### config.mk
export PLATFORM = sky130hd
export DESIGN_NAME = pll_lock_sequencer
export DESIGN_NICKNAME = d
export VERILOG_FILES = /design/src/rtl/pll_lock_sequencer.sv
export SDC_FILE = /design/constraint.sdc
export NUM_CORES = 1
export LEC_CHECK = 0
export ABC_AREA = 1
export CAP_MARGIN = 20
export CORE_MARGIN = 2
export CORE_UTILIZATION = 40
export DETAILED_ROUTE_END_ITERATION = 8
export DONT_BUFFER_PORTS = 1
export MAX_ROUTING_LAYER = met4
export SYNTH_ARGS = -nofsm -noshare
export SYNTH_HDL_FRONTEND = slang
export SYNTH_SLANG_ARGS = --single-unit
export TNS_END_PERCENT = 20
### constraint.sdc
create_clock -name refclk -period 3.7 [get_ports refclk]
set_input_delay 0 -clock refclk [delete_from_list [all_inputs] [get_ports refclk]]
set_output_delay 0 -clock refclk [all_outputs]
set_load 0.02 [all_outputs]
### src/rtl/pll_lock_sequencer.sv
// PLL reset/lock sequencer: holds the PLL in reset, qualifies lock, then frees domain resets staggered.
// Optional retry limit with FAIL state is built when PLL_SEQ_RETRY_LIMIT_EN is defined.
module pll_lock_sequencer #(
  parameter int RST_CYCLES   = 16,
  parameter int LOCK_STABLE  = 1024,
  parameter int LOCK_TIMEOUT = 65536,
  parameter int STAGGER      = 8,
  parameter int MAX_RETRY    = 4,
  parameter int SYNC_STAGES  = 2
) (
  input  logic       refclk,
  input  logic       rst_n,
  input  logic       pll_locked,
  input  logic       force_relock,
  output logic       pll_rst,
  output logic [3:0] dom_rst_n,
  output logic       clk_ready,
  output logic [7:0] relock_cnt,
  output logic       fail
);

  // Release phase ends one cycle after bit 3 frees at count 3*STAGGER.
  localparam int REL_LEN = 3 * STAGGER + 1;
  localparam int MAX_AB  = (RST_CYCLES > LOCK_STABLE) ? RST_CYCLES : LOCK_STABLE;
  localparam int MAX_CD  = (LOCK_TIMEOUT > REL_LEN) ? LOCK_TIMEOUT : REL_LEN;
  localparam int CNT_MAX = (MAX_AB > MAX_CD) ? MAX_AB : MAX_CD;
  localparam int CNT_W   = $clog2(CNT_MAX + 1);

  localparam logic [CNT_W-1:0] RST_LAST     = CNT_W'(RST_CYCLES - 1);
  localparam logic [CNT_W-1:0] STABLE_LAST  = CNT_W'(LOCK_STABLE - 1);
  localparam logic [CNT_W-1:0] TIMEOUT_LAST = CNT_W'(LOCK_TIMEOUT - 1);
  localparam logic [CNT_W-1:0] REL_LAST     = CNT_W'(REL_LEN);

  localparam logic [2:0] S_RESET   = 3'd0;
  localparam logic [2:0] S_WAIT    = 3'd1;
  localparam logic [2:0] S_STABLE  = 3'd2;
  localparam logic [2:0] S_RELEASE = 3'd3;
  localparam logic [2:0] S_RUN     = 3'd4;
`ifdef PLL_SEQ_RETRY_LIMIT_EN
  localparam logic [2:0] S_FAIL    = 3'd5;
  localparam int RETRY_W = $clog2(MAX_RETRY + 1);
  localparam logic [RETRY_W-1:0] RETRY_LAST = RETRY_W'(MAX_RETRY - 1);
`endif

  if (SYNC_STAGES < 2 || MAX_RETRY < 1) begin : g_param_check
    $error("pll_lock_sequencer: SYNC_STAGES must be >= 2 and MAX_RETRY >= 1");
  end

  function automatic logic [7:0] sat_inc(input logic [7:0] v);
    return (v == 8'hFF) ? v : v + 8'd1;
  endfunction

  logic [SYNC_STAGES-1:0] sync;
  logic                   lk;
  logic [2:0]             state, state_d;
  logic [CNT_W-1:0]       cnt, cnt_d;
  logic [3:0]             dom_d;
  logic [7:0]             relock_d;
  logic                   pll_rst_d;
`ifdef PLL_SEQ_RETRY_LIMIT_EN
  logic [RETRY_W-1:0]     retry_cnt, retry_d;
`endif

  // Lock synchronizer: the only reader of pll_locked
  always_ff @(posedge refclk or negedge rst_n) begin
    if (!rst_n) sync <= '0;
    else        sync <= {sync[SYNC_STAGES-2:0], pll_locked};
  end
  assign lk = sync[SYNC_STAGES-1];

  always_comb begin
    state_d  = state;
    cnt_d    = cnt + 1'b1;
    dom_d    = dom_rst_n;
    relock_d = relock_cnt;
`ifdef PLL_SEQ_RETRY_LIMIT_EN
    retry_d  = retry_cnt;
`endif
    case (state)
      S_RESET: begin
        dom_d = '0;
        if (cnt == RST_LAST) begin
          state_d = S_WAIT;
          cnt_d   = '0;
        end
      end
      S_WAIT: begin
        dom_d = '0;
        // A lock seen in the timeout cycle wins over the retry.
        if (lk) begin
          state_d = S_STABLE;
          cnt_d   = '0;
        end else if (cnt == TIMEOUT_LAST) begin
          cnt_d   = '0;
`ifdef PLL_SEQ_RETRY_LIMIT_EN
          retry_d = retry_cnt + 1'b1;
          state_d = (retry_cnt == RETRY_LAST) ? S_FAIL : S_RESET;
`else
          state_d = S_RESET;
`endif
        end
      end
      S_STABLE: begin
        dom_d = '0;
        if (!lk) begin
          state_d = S_WAIT;
          cnt_d   = '0;
        end else if (cnt == STABLE_LAST) begin
          state_d = S_RELEASE;
          cnt_d   = '0;
        end
      end
      S_RELEASE: begin
        if (!lk) begin
          state_d = S_RESET;
          cnt_d   = '0;
          dom_d   = '0;
        end else begin
          for (int k = 0; k < 4; k++) dom_d[k] = (cnt >= CNT_W'(k * STAGGER));
          if (cnt == REL_LAST) begin
            state_d = S_RUN;
            cnt_d   = '0;
`ifdef PLL_SEQ_RETRY_LIMIT_EN
            retry_d = '0;
`endif
          end
        end
      end
      S_RUN: begin
        cnt_d = cnt;
        dom_d = '1;
        if (!lk) begin
          state_d  = S_RESET;
          cnt_d    = '0;
          dom_d    = '0;
          relock_d = sat_inc(relock_cnt);
        end
      end
`ifdef PLL_SEQ_RETRY_LIMIT_EN
      S_FAIL: begin
        cnt_d = cnt;
        dom_d = '0;
      end
`endif
      default: begin
        state_d = S_RESET;
        cnt_d   = '0;
        dom_d   = '0;
      end
    endcase

    // A forced relock coinciding with lock loss in RUN counts once.
    if (force_relock) begin
      state_d = S_RESET;
      cnt_d   = '0;
      dom_d   = '0;
      if (state == S_RUN) relock_d = sat_inc(relock_cnt);
`ifdef PLL_SEQ_RETRY_LIMIT_EN
      retry_d = '0;
`endif
    end

    pll_rst_d = (state_d == S_RESET);
`ifdef PLL_SEQ_RETRY_LIMIT_EN
    pll_rst_d = pll_rst_d | (state_d == S_FAIL);
`endif
  end

  always_ff @(posedge refclk or negedge rst_n) begin
    if (!rst_n) begin
      state      <= S_RESET;
      cnt        <= '0;
      pll_rst    <= 1'b1;
      dom_rst_n  <= '0;
      clk_ready  <= 1'b0;
      relock_cnt <= '0;
    end else begin
      state      <= state_d;
      cnt        <= cnt_d;
      pll_rst    <= pll_rst_d;
      dom_rst_n  <= dom_d;
      clk_ready  <= (state_d == S_RUN);
      relock_cnt <= relock_d;
    end
  end

`ifdef PLL_SEQ_RETRY_LIMIT_EN
  always_ff @(posedge refclk or negedge rst_n) begin
    if (!rst_n) begin
      retry_cnt <= '0;
      fail      <= 1'b0;
    end else begin
      retry_cnt <= retry_d;
      fail      <= (state_d == S_FAIL);
    end
  end
`else
  assign fail = 1'b0;
`endif

endmodule

# Yosys cells after proc, flatten, opt, wreduce, memory -nomap -nowiden
# Cells that the tools add are included.
totals:
  inputBits: 4
  out_inout_bits: 15
  regBits: 36
  word_cells: 55
op_classes:
  addsub: 2
  reduce_logical: 2
  n_lt_le_gt_ge: 4
  n_eq_ne: 11
  muxes: 29
ops:
  columns: ["operator", "n"]
  rows:
  - ["two-way mux 17 bit", 9]
  - ["case mux 17 bit (5 select lines)", 1]
  - ["two-way mux 8 bit", 5]
  - [">= comparator 17 x 5 -> 1 bit (second input constant)", 2]
  - ["two-way mux 3 bit", 9]
  - ["adder 17 x 1 -> 17 bit (second input constant)", 1]
  - ["equality test 17 x 10 -> 1 bit (second input constant)", 1]
  - ["equality test 17 x 16 -> 1 bit (second input constant)", 1]
  - ["equality test 17 x 4 -> 1 bit (second input constant)", 1]
  - ["equality test 17 x 5 -> 1 bit (second input constant)", 1]
  - [">= comparator 17 x 1 -> 1 bit (second input constant)", 1]
  - [">= comparator 17 x 4 -> 1 bit (second input constant)", 1]
  - ["case mux 3 bit (5 select lines)", 1]
  - ["two-way mux 4 bit", 3]
  - ["adder 8 x 1 -> 8 bit (second input constant)", 1]
  - ["equality test 8 bit (second input constant)", 1]
  - ["case mux 4 bit (2 select lines)", 1]
  - ["equality test 3 x 2 -> 1 bit (second input constant)", 2]
  - ["equality test 3 bit (second input constant)", 2]
  - ["logical NOT 3 bit", 2]
  - ["equality test 3 x 1 -> 1 bit (second input constant)", 1]
  - ["!= test 3 bit (second input constant)", 1]

# Depth between registers and ports, before layout
# Gate-level depths: netlist of the first run.
depth:
  depth_word: 6
  mapped_depth: 17
  mapped_depth_nobuf: 17

# Least setup slack after synthesis of the first run
# Ideal clock, no wire load.
synth_timing:
  path_type: "reg-to-reg"
  startpoint: "register cnt[0]"
  endpoint: "register cnt[14]"
  synth_period_minus_slack_ns: 2.195
  path_buffers: 1
  required_ns: 3.584
  arrival_time_ns: 2.078
  path_slack_ns: 1.505
  path_stages_with_launch: 17
  setup_ns: 0.116
  path_cell_list: "dfrtp_1 -> ha_1 -> nand2_1 -> nor2_4 -> nand2_2 -> nor2_1 -> nand4_1 -> nor2_1 -> nand3_1 -> inv_1 -> ha_1 -> nor3_1 -> inv_1 -> nand4_4 -> buf_6 -> nand3b_2 -> nand2_2"
synth_between:
  elab_chain_cells: 5
  word_cells_on_any_way: 14
  cone_classes: "add/sub (1); eq/ne (4); mux (9)"
synth_rtl:
  columns: ["item", "line", "source"]
  rows:
  - ["start, declared", "56", "logic [CNT_W-1:0] cnt, cnt_d;"]
  - ["start signal, assigned", "179", "cnt <= cnt_d;"]
  - ["adder 17 x 1 -> 17 bit, or another cell as far along", "73", "cnt_d = cnt + 1'b1;"]
  - ["two-way mux 17 bit, on equally long branches", "120, 108, 93", null]
  - ["two-way mux 17 bit, on equally long branches", "114, 105, 90", null]
  - ["case mux 17 bit (5 select lines) (*)", "79", "case (state)"]
  - ["two-way mux 17 bit (*)", "153", "if (force_relock) begin"]
# Mark *: on every way between the ends. The rest lies on a longest branch, timed or not.
# A chain may end at the register's enable or synchronous reset.

# Worst setup path in the final report of the first run
layout_timing:
  startpoint: "register cnt[0]"
  endpoint: "register cnt[13]"
# The elaborated chain is that of the path after synthesis.

==> results of run 1 <==
routing by layer:
layer | routed length (µm) | up-vias | global-route usage
met5 | 0 | - | -
met4 | 55 | 0 | 0.0525
met3 | 205 | 9 | 0.0373
met2 | 2090 | 36 | 0.250
met1 | 2400 | 860 | 0.232
li1 | - | 960 | -
power groups by stage:
stage	Clock [mW]	Combinational, mW	Sequential [mW]
final	0.292	0.0331	0.404
after global routing	0.321	0.0386	0.405
after CTS	0.307	0.0343	0.404
after detailed placement	0	0.0200	0.412
after global placement	0	0.0199	0.412
after floorplan	0	0.0187	0.410
area by class of cell:
cell class                 count  area, µm²
clock buffer                   8       90.1
fill                         551       3060
inverter                      35        131
multi-input combinational    221       1210
sequential                    36        902
tap                           72       90.1
timing repair buffer           5       57.6
synth_stat cells:
cell	count	area [µm²]
dfstp_2	1	26.3
nor2_1	33	124
nor2_4	3	33.8
xor2_1	10	87.6
ha_1	6	75.1
mux2_2	1	11.3
inv_2	2	7.51
buf_2	3	15.0
nand3b_1	6	45.0
nand4_4	1	21.3
a21oi_1	3	15.0
o21ai_0	5	25.0
or2_2	2	12.5
nand2_1	78	293
nor4_1	2	12.5
a32oi_1	1	8.76
buf_6	3	33.8
nor3_1	10	50.1
o31ai_1	2	15.0
a21boi_0	2	15.0
dfrtp_1	35	876
nand2_2	6	37.5
nand4_1	4	25.0
conb_1	1	3.75
nand3_1	29	145
nand3b_2	1	11.3
inv_1	32	120
buf_4	3	22.5
clkinv_1	1	3.75
xnor2_1	3	26.3
nand3_2	10	100
nor2_2	2	12.5
sequential cells by signal, indices dropped and copies added (netlist names):
register / flops
clk_ready: 1
cnt: 17
dom_rst_n: 4
pll_rst: 1
relock_cnt: 8
state: 3
sync: 2
worst register-to-register path, stage by stage, from the launching register on:
cell and delay (ps):
dfrtp_1 410, ha_1 220, nand2_1 110, nor2_4 120, nand2_2 80, nor2_1 180, nand4_1 130, nor2_1 110
nand3_1 100, inv_1 80, ha_1 130, nor3_1 50, inv_1 110, nand4_4 310, nand3b_1 200, nand2_1 70
cells by family after synthesis:
| kind of cell | synth area share |
|---|---|
| xor+xnor | 0.0493 |
| buf+inv | 0.0877 |
| compound gates | 0.0341 |
| simple gates | 0.400 |
| mux | 0.00487 |
| fa+ha+maj | 0.0325 |
| other cells | 0.00162 |
| flops | 0.390 |
worst max path at each step:
stage,startpoint,to,slack [ps],cells past startpoint
5_1_grt,cnt[0],cnt[8],830,15
3_5_place_dp,cnt[0],cnt[12],1140,15
3_3_place_gp,cnt[0],cnt[9],1210,15
4_1_cts,cnt[0],cnt[12],1130,15
6_report,cnt[0],cnt[13],1150,15
2_1_floorplan,cnt[0],cnt[14],1510,16
==> summary.txt, run 1 <==
Setup path
  – WP data required: 3870 ps
  – Slowest stage delay, CP: 410 ps
  – Worst reg2reg startpoint: cnt[0]
  – R2R Setup Slk: between 1000 and 1500 ps
  – Crit path buffers/inverters: 2
  – Crit Path Class: register to register
  – Worst flop-to-flop path endpoint: cnt[13]
  – Worst EP arrival: 2720 ps
  – Worst setup SP type: register
  – Cell family with most CP delay: simple AND/OR/NAND/NOR gates
  – Worst reg2reg path depth: 15
  – CP Cell Sequence: ha_1 > nand2_1 > nor2_4 > nand2_2 > nor2_1 > nand4_1 > nor2_1 > nand3_1 > inv_1 > ha_1 > nor3_1 > inv_1 > nand4_4 > nand3b_1 > nand2_1
  – Slowest CP cell: dfrtp_1
  – Type of destination of the critical path: register
  – CP max FO: 16

GRT
  – Largest net degree at the start of global routing: 37
  – Global-route usage over all layers: 0.169
  – Grt ovf: 0
  – First-pass GRT wire length: 8280 µm
  – Initial antenna violation count: 0
  – Vias in the first global route: 1,790

Routing
  – Vias: approximately 1,900
  – WL final: 4760 µm
  – Routed len/inst: between 10 and 15 µm
  – Residual DRC: 0
  – Routed Antenna Nets: 0
  – DR pass1 iterations: 4
  – Drt initial violations: 71
  – Vias per cell: 4.95

Power
  – Seq pwr share: 0.554
  – Combinational group share of total power: 0.045
  – Internal power: approximately 560 µW
  – Switching Power: 169 µW
  – Final total power: 729 µW
  – Peak VDD IR: 132 µV
  – Cell Pwr Density: 294 nW/µm²
  – Clk network pwr share: 0.401
  – Cell leakage power: 1.23 nW
  – Switching fraction of total power: 0.231

Timing
  – Setup TNS Final: 0 ps
  – Hold WS: approximately 110 ps
  – Worst Skew: 5.26 ps
  – RSZ-0062 raised after global routing: no
  – Final period util: 0.690
  – Fin. max-slew vios: 0
  – Achievable Freq: 0.392 GHz
  – Worst slew margin: 0.482
  – Worst Tran Pin Value: 776 ps
  – Final Hold Viols: 0
  – Crit path time final: 2550 ps
  – Setup violators final: 0
  – Final worst slack: roughly 1100 ps

Clocking
  – Clock sink count: 36
  – Clock Root Buffer: clkbuf_8
  – CTS tree: yes
  – Clk Latency, worst-skew pair: 280 ps
  – Hold buffers post-CTS: 4
  – Setup bufs post-CTS: 0
  – CTS max path bufs: 2
  – Clk pin slew, worst setup/hold paths: 70 ps
  – Number of buffers created by CTS: 5
  – Post-CTS Resized: 0
  – H-tree levels: 2

Worst hold path
  – Worst hold start: force_relock
  – Hold Path Cell Cnt: 4
  – Min-delay worst type: input pin to register
  – Hold Crit Endpoint: cnt[1]

Final layout
  – Layout cell share with drive strength beyond 1: 0.121
  – Synthesis-to-finish area growth: 7.20%
  – # diodes: 0
  – Non-Filler Instances: 377
  – Design area: 2480 µm²
  – Most frequent cells in the layout: 78 x nand2_1, 35 x dfrtp_1, 33 x nor2_1
  – Most common cell after layout, fill and taps aside: nand2_1
  – Util after Layout: 0.447
  – Final Net Count: 314

Floorplan
  – Placeable Area: 5540 µm²
  – Die width: around 80 µm
  – # rows: 27
  – Die Ht: between 80 and 90 µm
  – Num ports: 19
  – Starting utilization of the core area: 0.417
  – Die area: 6400 µm²

Synthesis
  – Cell variety after synth: 32
  – Mean Syn Cell Area: 7.68 µm²
  – Synth Register Bits: 36
  – Mapped Area: 2310 µm²
  – Post-synthesis sequential area ratio: 0.390
  – Ys Warns: 0
  – Post-Synthesis Cells: 301
  – Synth Net Count: 311

Placed design
  – Final Wtd Congestion: 0.855
  – Number of port buffers: 0
  – Post-DP Area: 2340 µm²
  – Placed Cells: approximately 370
  – Pre-CTS setup slack: 1140 ps
  – Detailed-placement wirelength estimate: 3420 µm

Job
  – Max_cap viols: 0

Outcome
  – Outcome: complete, no violations
Note: power is estimated with default switching activity, not from simulation.
==> inputs of run 2 (changes only) <==
==> constraint.sdc (replaced) <==
create_clock -name refclk -period 2.6 [get_ports refclk]
set_input_delay 0 -clock refclk [delete_from_list [all_inputs] [get_ports refclk]]
set_output_delay 0 -clock refclk [all_outputs]
set_load 0.02 [all_outputs]
==> summary.txt, run 2 (synthesized netlist as in run 1, its figures left out) <==
Setup path
  – R2R Setup Slk: 310 ps (-840 ps)
  – Worst EP arrival: 2470 ps (-250 ps)
  – Type of destination of the critical path: register
  – Worst reg2reg path depth: 16 (+1)
  – Worst flop-to-flop path endpoint: cnt[9]
  – Worst reg2reg startpoint: cnt[0]
  – WP data required: 2780 ps (-1090 ps)
  – Worst setup SP type: register
  – CP max FO: 16 (unchanged)
  – Crit Path Class: register to register

Timing
  – Worst Tran Pin Value: 509 ps (-266 ps)
  – Fin. max-slew vios: 0 (unchanged)
  – Final Hold Viols: 0 (unchanged)
  – Setup violators final: 0 (unchanged)
  – Worst slew margin: 0.658 (+0.176)
  – Final period util: 0.882 (+0.192)
  – Achievable Freq: 0.436 GHz (+11%)
  – Worst Skew: 8.13 ps (+2.87 ps)
  – Crit path time final: 2290 ps (-259 ps)
  – RSZ-0062 raised after global routing: no
  – Setup TNS Final: 0 ps (unchanged)

Power
  – Cell leakage power: 1.29 nW (+4.8%)
  – Clk network pwr share: 0.439 (+0.038)
  – Peak VDD IR: 220 µV (+66%)
  – Switching Power: 245 µW (+45%)
  – Cell Pwr Density: 433 nW/µm² (+47%)
  – Seq pwr share: 0.516 (-0.038)
  – Final total power: 1.11 mW (+52%)
  – Internal power: 867 µW (+55%)
  – Switching fraction of total power: 0.220 (-0.0112)
  – Combinational group share of total power: 0.045 (about the same)

Routing
  – Vias: 1,894 (+1.6%)
  – WL met2: 2190 µm (+4.5%)
  – WL final: 4890 µm (+2.7%)
  – Drt initial violations: 142 (+100%)
  – Residual DRC: 0 (unchanged)
  – Top Layer Used: met4
  – Post-Route M1 WL: 2390 µm (-0.37%)
  – Vias per cell: 4.92 (-0.56%)
  – Routed len/inst: 12.7 µm (+0.60%)
  – DR pass1 iterations: 4 (unchanged)
  – Met3 routed WL: 239 µm (+17%)
  – Routed Antenna Nets: 0 (unchanged)

Final layout
  – Synthesis-to-finish area growth: 11.1%
  – Biggest regs: cnt x17, relock_cnt x8, dom_rst_n x4
  – Largest register FFs: 17 (unchanged)
  – Most common cell after layout, fill and taps aside: nand2_1
  – Layout cell share with drive strength beyond 1: 0.147 (+0.0257)
  – Biggest register: cnt
  – Final Net Count: 322 (+2.5%)
  – # diodes: 0 (unchanged)
  – Most frequent cells in the layout: 78 x nand2_1, 35 x dfrtp_1, 33 x nor2_1

Floorplan
  – Placeable Area: 5540 µm² (unchanged)
  – Starting utilization of the core area: 0.417 (unchanged)
  – # rows: 27 (unchanged)
  – Die Ht: 80.0 µm (unchanged)
  – Die width: 80.0 µm (unchanged)
  – Num ports: 19 (unchanged)
  – Die area: 6400 µm² (unchanged)

Clocking
  – Post-CTS Resized: 0 (unchanged)
  – Clk pin slew, worst setup/hold paths: 80 ps (about the same)
  – H-tree levels: 2 (unchanged)
  – CTS max path bufs: 2 (unchanged)
  – CTS tree: yes
  – Clock sink count: 36 (unchanged)
  – Number of buffers created by CTS: 5 (unchanged)
  – Clk Latency, worst-skew pair: 290 ps (about the same)
  – Clock Root Buffer: clkbuf_8

Worst hold path
  – Worst hold start: force_relock
  – Hold Path Cell Cnt: 4 (unchanged)
  – Min-delay worst type: input pin to register
  – Hold Crit Endpoint: cnt[4]

GRT
  – Vias in the first global route: 1,818 (+1.6%)
  – First-pass GRT wire length: 8530 µm (+3.0%)
  – Initial antenna violation count: 0 (unchanged)
  – Global-route usage over all layers: 0.177 (+0.00771)
  – Grt ovf: 0 (unchanged)
  – Largest net degree at the start of global routing: 37 (unchanged)

Outcome
  – Outcome: complete, no violations

Placed design
  – Final Wtd Congestion: 0.876 (+2.6%)
  – Detailed-placement wirelength estimate: 3590 µm (+5.0%)
  – Number of port buffers: 0 (unchanged)

Job
  – Max_cap viols: 0 (unchanged)
-- run 2: how the worst max path moves through the flow --
stage	depth (start not counted)	slack [ps]	end	start
after floorplan	16	410	cnt[14]	cnt[0]
after global placement	15	180	cnt[9]	cnt[0]
after detailed placement	15	100	cnt[9]	cnt[0]
after CTS	15	80	cnt[9]	cnt[0]
after global routing	16	100	cnt[9]	cnt[0]
final	16	310	cnt[9]	cnt[0]
-- run 2: worst max-delay path: stages, from the launching register on --
cell and delay (ps):
dfrtp_1 410, ha_1 220, nand2_1 110, nor2_4 120
nand2_2 80, nor2_1 130, nand4_1 120, nor2_1 110
nand3_1 100, inv_1 70, ha_1 130, nor3_1 60
inv_1 110, nand4_4 90, buf_12 170, nand3b_1 90
nand2_1 50
-- run 2: per-layer routing --
layer,up-vias,track usage
met4,0,0.0678
li1,981,-
met5,-,-
met1,876,0.237
met3,5,0.0486
met2,32,0.255
-- run 2: through the flow --
step / cell area, µm² / utilization / hold slack (ps) / worst slack, ps / cells
floorplan: 2310 / - / -296 / 405 / 301
global placement: 2390 / 0.431 / -294 / 184 / 372
detailed placement: 2390 / 0.431 / -295 / 103 / 372
CTS: 2550 / 0.460 / 90.1 / 76.5 / 384
global route: 2570 / 0.463 / 120 / 99.7 / 385
finish: 2570 / 0.463 / 101 / 307 / 385
-- run 2: what timing repair did --
item | in CTS | in global routing
setup buffers | 0 | 1
endpoints found under the hold margin | 46 | 0
endpoints found under the setup margin | 0 | 16
hold buffers | 4 | 0
-- run 2: layout make-up --
| class | instances | area (µm²) |
|---|---|---|
| clock inverter | 2 | 35.0 |
| clock buffer | 6 | 72.6 |
| tap | 72 | 90.1 |
| multi-input combinational | 221 | 1210 |
| inverter | 35 | 131 |
| fill | 582 | 2970 |
| sequential | 36 | 902 |
| timing repair buffer | 13 | 130 |
-- run 2: power by group through the flow --
stage	registers (mW)	logic (mW)	clock network [mW]
2_1_floorplan	0.583	0.0266	0
3_3_place_gp	0.585	0.0312	0
3_5_place_dp	0.585	0.0316	0
4_1_cts	0.574	0.0516	0.502
5_1_grt	0.575	0.0584	0.527
6_report	0.574	0.0506	0.488
==> inputs of run 3 (changes only) <==
--- a/config.mk
+++ b/config.mk
@@ -7,11 +7,14 @@
 export LEC_CHECK = 0
 export ABC_AREA = 1
 export CAP_MARGIN = 20
+export CELL_PAD_IN_SITES_DETAIL_PLACEMENT = 1
+export CELL_PAD_IN_SITES_GLOBAL_PLACEMENT = 1
 export CORE_MARGIN = 2
 export CORE_UTILIZATION = 40
 export DETAILED_ROUTE_END_ITERATION = 8
 export DONT_BUFFER_PORTS = 1
 export MAX_ROUTING_LAYER = met4
+export PLACE_DENSITY_LB_ADDON = 0.1
 export SYNTH_ARGS = -nofsm -noshare
 export SYNTH_HDL_FRONTEND = slang
 export SYNTH_SLANG_ARGS = --single-unit
==> summary.txt, run 3 (synthesized netlist as in run 1, its figures left out) <==
Outcome
  – Outcome: complete, no violations

Floorplan
  – Die area: 6400 µm² (unchanged)
  – Die width: 80.0 µm (unchanged)
  – Placeable Area: 5540 µm² (unchanged)
  – Starting utilization of the core area: 0.417 (unchanged)
  – Die Ht: 80.0 µm (unchanged)
  – # rows: 27 (unchanged)
  – Num ports: 19 (unchanged)

Final layout
  – Biggest register: cnt
  – Most common cell after layout, fill and taps aside: nand2_1
  – Final Net Count: 325 (+0.93%)
  – Synthesis-to-finish area growth: 11.3%
  – Biggest regs: cnt x17, relock_cnt x8, dom_rst_n x4
  – Layout cell share with drive strength beyond 1: 0.161 (+0.0144)
  – Largest register FFs: 17 (unchanged)
  – # fillers: 718 (+23%)
  – # diodes: 0 (unchanged)
  – Most frequent cells in the layout: 78 x nand2_1, 35 x dfrtp_1, 33 x nor2_1
  – Util after Layout: 0.464 (+0.000903)

Routing
  – Routed len/inst: 15.0 µm (+19%)
  – Vias: 1,945 (+2.7%)
  – Drt initial violations: 49 (-65%)
  – Routed Antenna Nets: 0 (unchanged)
  – Vias per cell: 5.01 (+1.9%)
  – DR pass1 iterations: 4 (unchanged)
  – WL final: 5840 µm (+20%)
  – Residual DRC: 0 (unchanged)

Setup path
  – Worst reg2reg path depth: 16 (unchanged)
  – Crit path from: cnt[1]
  – WP data required: 2780 ps (about the same)
  – Worst EP arrival: 2560 ps (+90 ps)
  – Type of destination of the critical path: register
  – Cell family with most CP delay: simple AND/OR/NAND/NOR gates
  – Slowest CP cell: dfrtp_1
  – Slowest stage delay, CP: 410 ps (about the same)
  – Worst setup SP type: register
  – Worst flop-to-flop path endpoint: cnt[12]
  – Crit path buffers/inverters: 3 (unchanged)
  – R2R Setup Slk: 230 ps (-80 ps)
  – Worst reg2reg startpoint: cnt[1]
  – CP max FO: 16 (unchanged)
  – CP Cell Sequence: ha_2 > nand2_1 > nor2_4 > nand2_2 > nor2_1 > nand4_1 > nor2_1 > nand3_1 > inv_1 > ha_1 > nor3_1 > inv_1 > nand4_4 > buf_12 > nand3b_1 > nand2_1
  – Crit Path Class: register to register

GRT
  – Vias in the first global route: 2,064 (+14%)
  – First-pass GRT wire length: 9930 µm (+16%)
  – Initial antenna violation count: 0 (unchanged)
  – Largest net degree at the start of global routing: 37 (unchanged)
  – Grt ovf: 0 (unchanged)
  – Global-route usage over all layers: 0.207 (+0.0298)

Power
  – Final total power: 1.03 mW (-7.4%)
  – Cell leakage power: 1.30 nW (+0.47%)
  – Cell Pwr Density: 400 nW/µm² (-7.6%)
  – Peak VDD IR: 222 µV (+0.97%)

Timing
  – Setup violators final: 0 (unchanged)
  – Achievable Freq: 0.421 GHz (-3.4%)
  – Crit path time final: 2370 ps (+81.1 ps)
  – Worst Skew: 7.68 ps (-0.448 ps)
  – Worst slew margin: 0.613 (-0.0446)
  – Final period util: 0.913 (+0.0312)
  – Final Hold Viols: 0 (unchanged)
  – Worst Tran Pin Value: 579 ps (+70.2 ps)
  – Fin. max-slew vios: 0 (unchanged)

Clocking
  – Clk pin slew, worst setup/hold paths: 80 ps (about the same)
  – Number of buffers created by CTS: 5 (unchanged)
  – Clock sink count: 36 (unchanged)
  – H-tree levels: 2 (unchanged)
  – Clk Latency, worst-skew pair: 290 ps (about the same)
  – CTS max path bufs: 2 (unchanged)
  – Clock Root Buffer: clkbuf_8
  – CTS tree: yes

Worst hold path
  – Hold Path Cell Cnt: 4 (unchanged)
  – Min-delay worst type: input pin to register
  – Hold Crit Endpoint: cnt[3]
  – Worst hold start: force_relock

Placed design
  – Number of port buffers: 0 (unchanged)
  – Detailed-placement wirelength estimate: 4460 µm (+24%)
  – Final Wtd Congestion: 0.773 (-12%)

Job
  – Max_cap viols: 0 (unchanged)
run 3: tightest hold or removal path, stage by stage:
cell	delay [ps]
nor2_1	20
buf_4	200
nand3_2	90
nand2_1	40
run 3: area by class of cell:
type                    instances  area [µm²]  area share
well taps                      72        90.1      0.0350
inverters                      35         131      0.0511
clock inverters                 3        18.8     0.00730
clock buffers                   5        68.8      0.0268
repair buffers                 16         153      0.0593
multi-input cells             221        1210       0.470
flip-flops and latches         36         902       0.351
run 3: per-stage QoR:
step	hold WS, ps	setup WS (ps)	instance area, µm²	TNS [ps]	cells
4_1_cts	87.1	7.33	2530	0	385
6_report	94.2	225	2570	0	388
2_1_floorplan	-296	405	2310	0	301
3_5_place_dp	-295	8.54	2400	0	373
3_3_place_gp	-295	145	2400	0	373
5_1_grt	116	-15.8	2570	-35.6	388
run 3: timing repair:
item,4_1_cts,5_1_grt
hold buffers,4,0
setup buffers,0,3
resized for setup,0,1
endpoints found under the hold margin,46,0
pin swaps,1,0
setup endpoints to repair,1,16
cloned,0,0
run 3: worst max path at each step:
stage	end	slack (ps)	cells after the start
CTS	cnt[12]	7	15
finish	cnt[12]	230	16
floorplan	cnt[14]	410	16
global route	cnt[12]	-20	16
detailed placement	cnt[12]	9	15
global placement	cnt[9]	140	15
run 3: power breakdown:
group / switching (mW) / internal, mW
registers: 0.00777 / 0.566
logic: 0.0353 / 0.0196
clock network: 0.215 / 0.187
run 3: layer usage:
metal,share of wire,track usage,up-vias
met5,0,-,-
met4,0.017,0.0644,0
met3,0.024,0.0396,8
met2,0.48,0.348,23
met1,0.47,0.252,933
li1,-,-,981
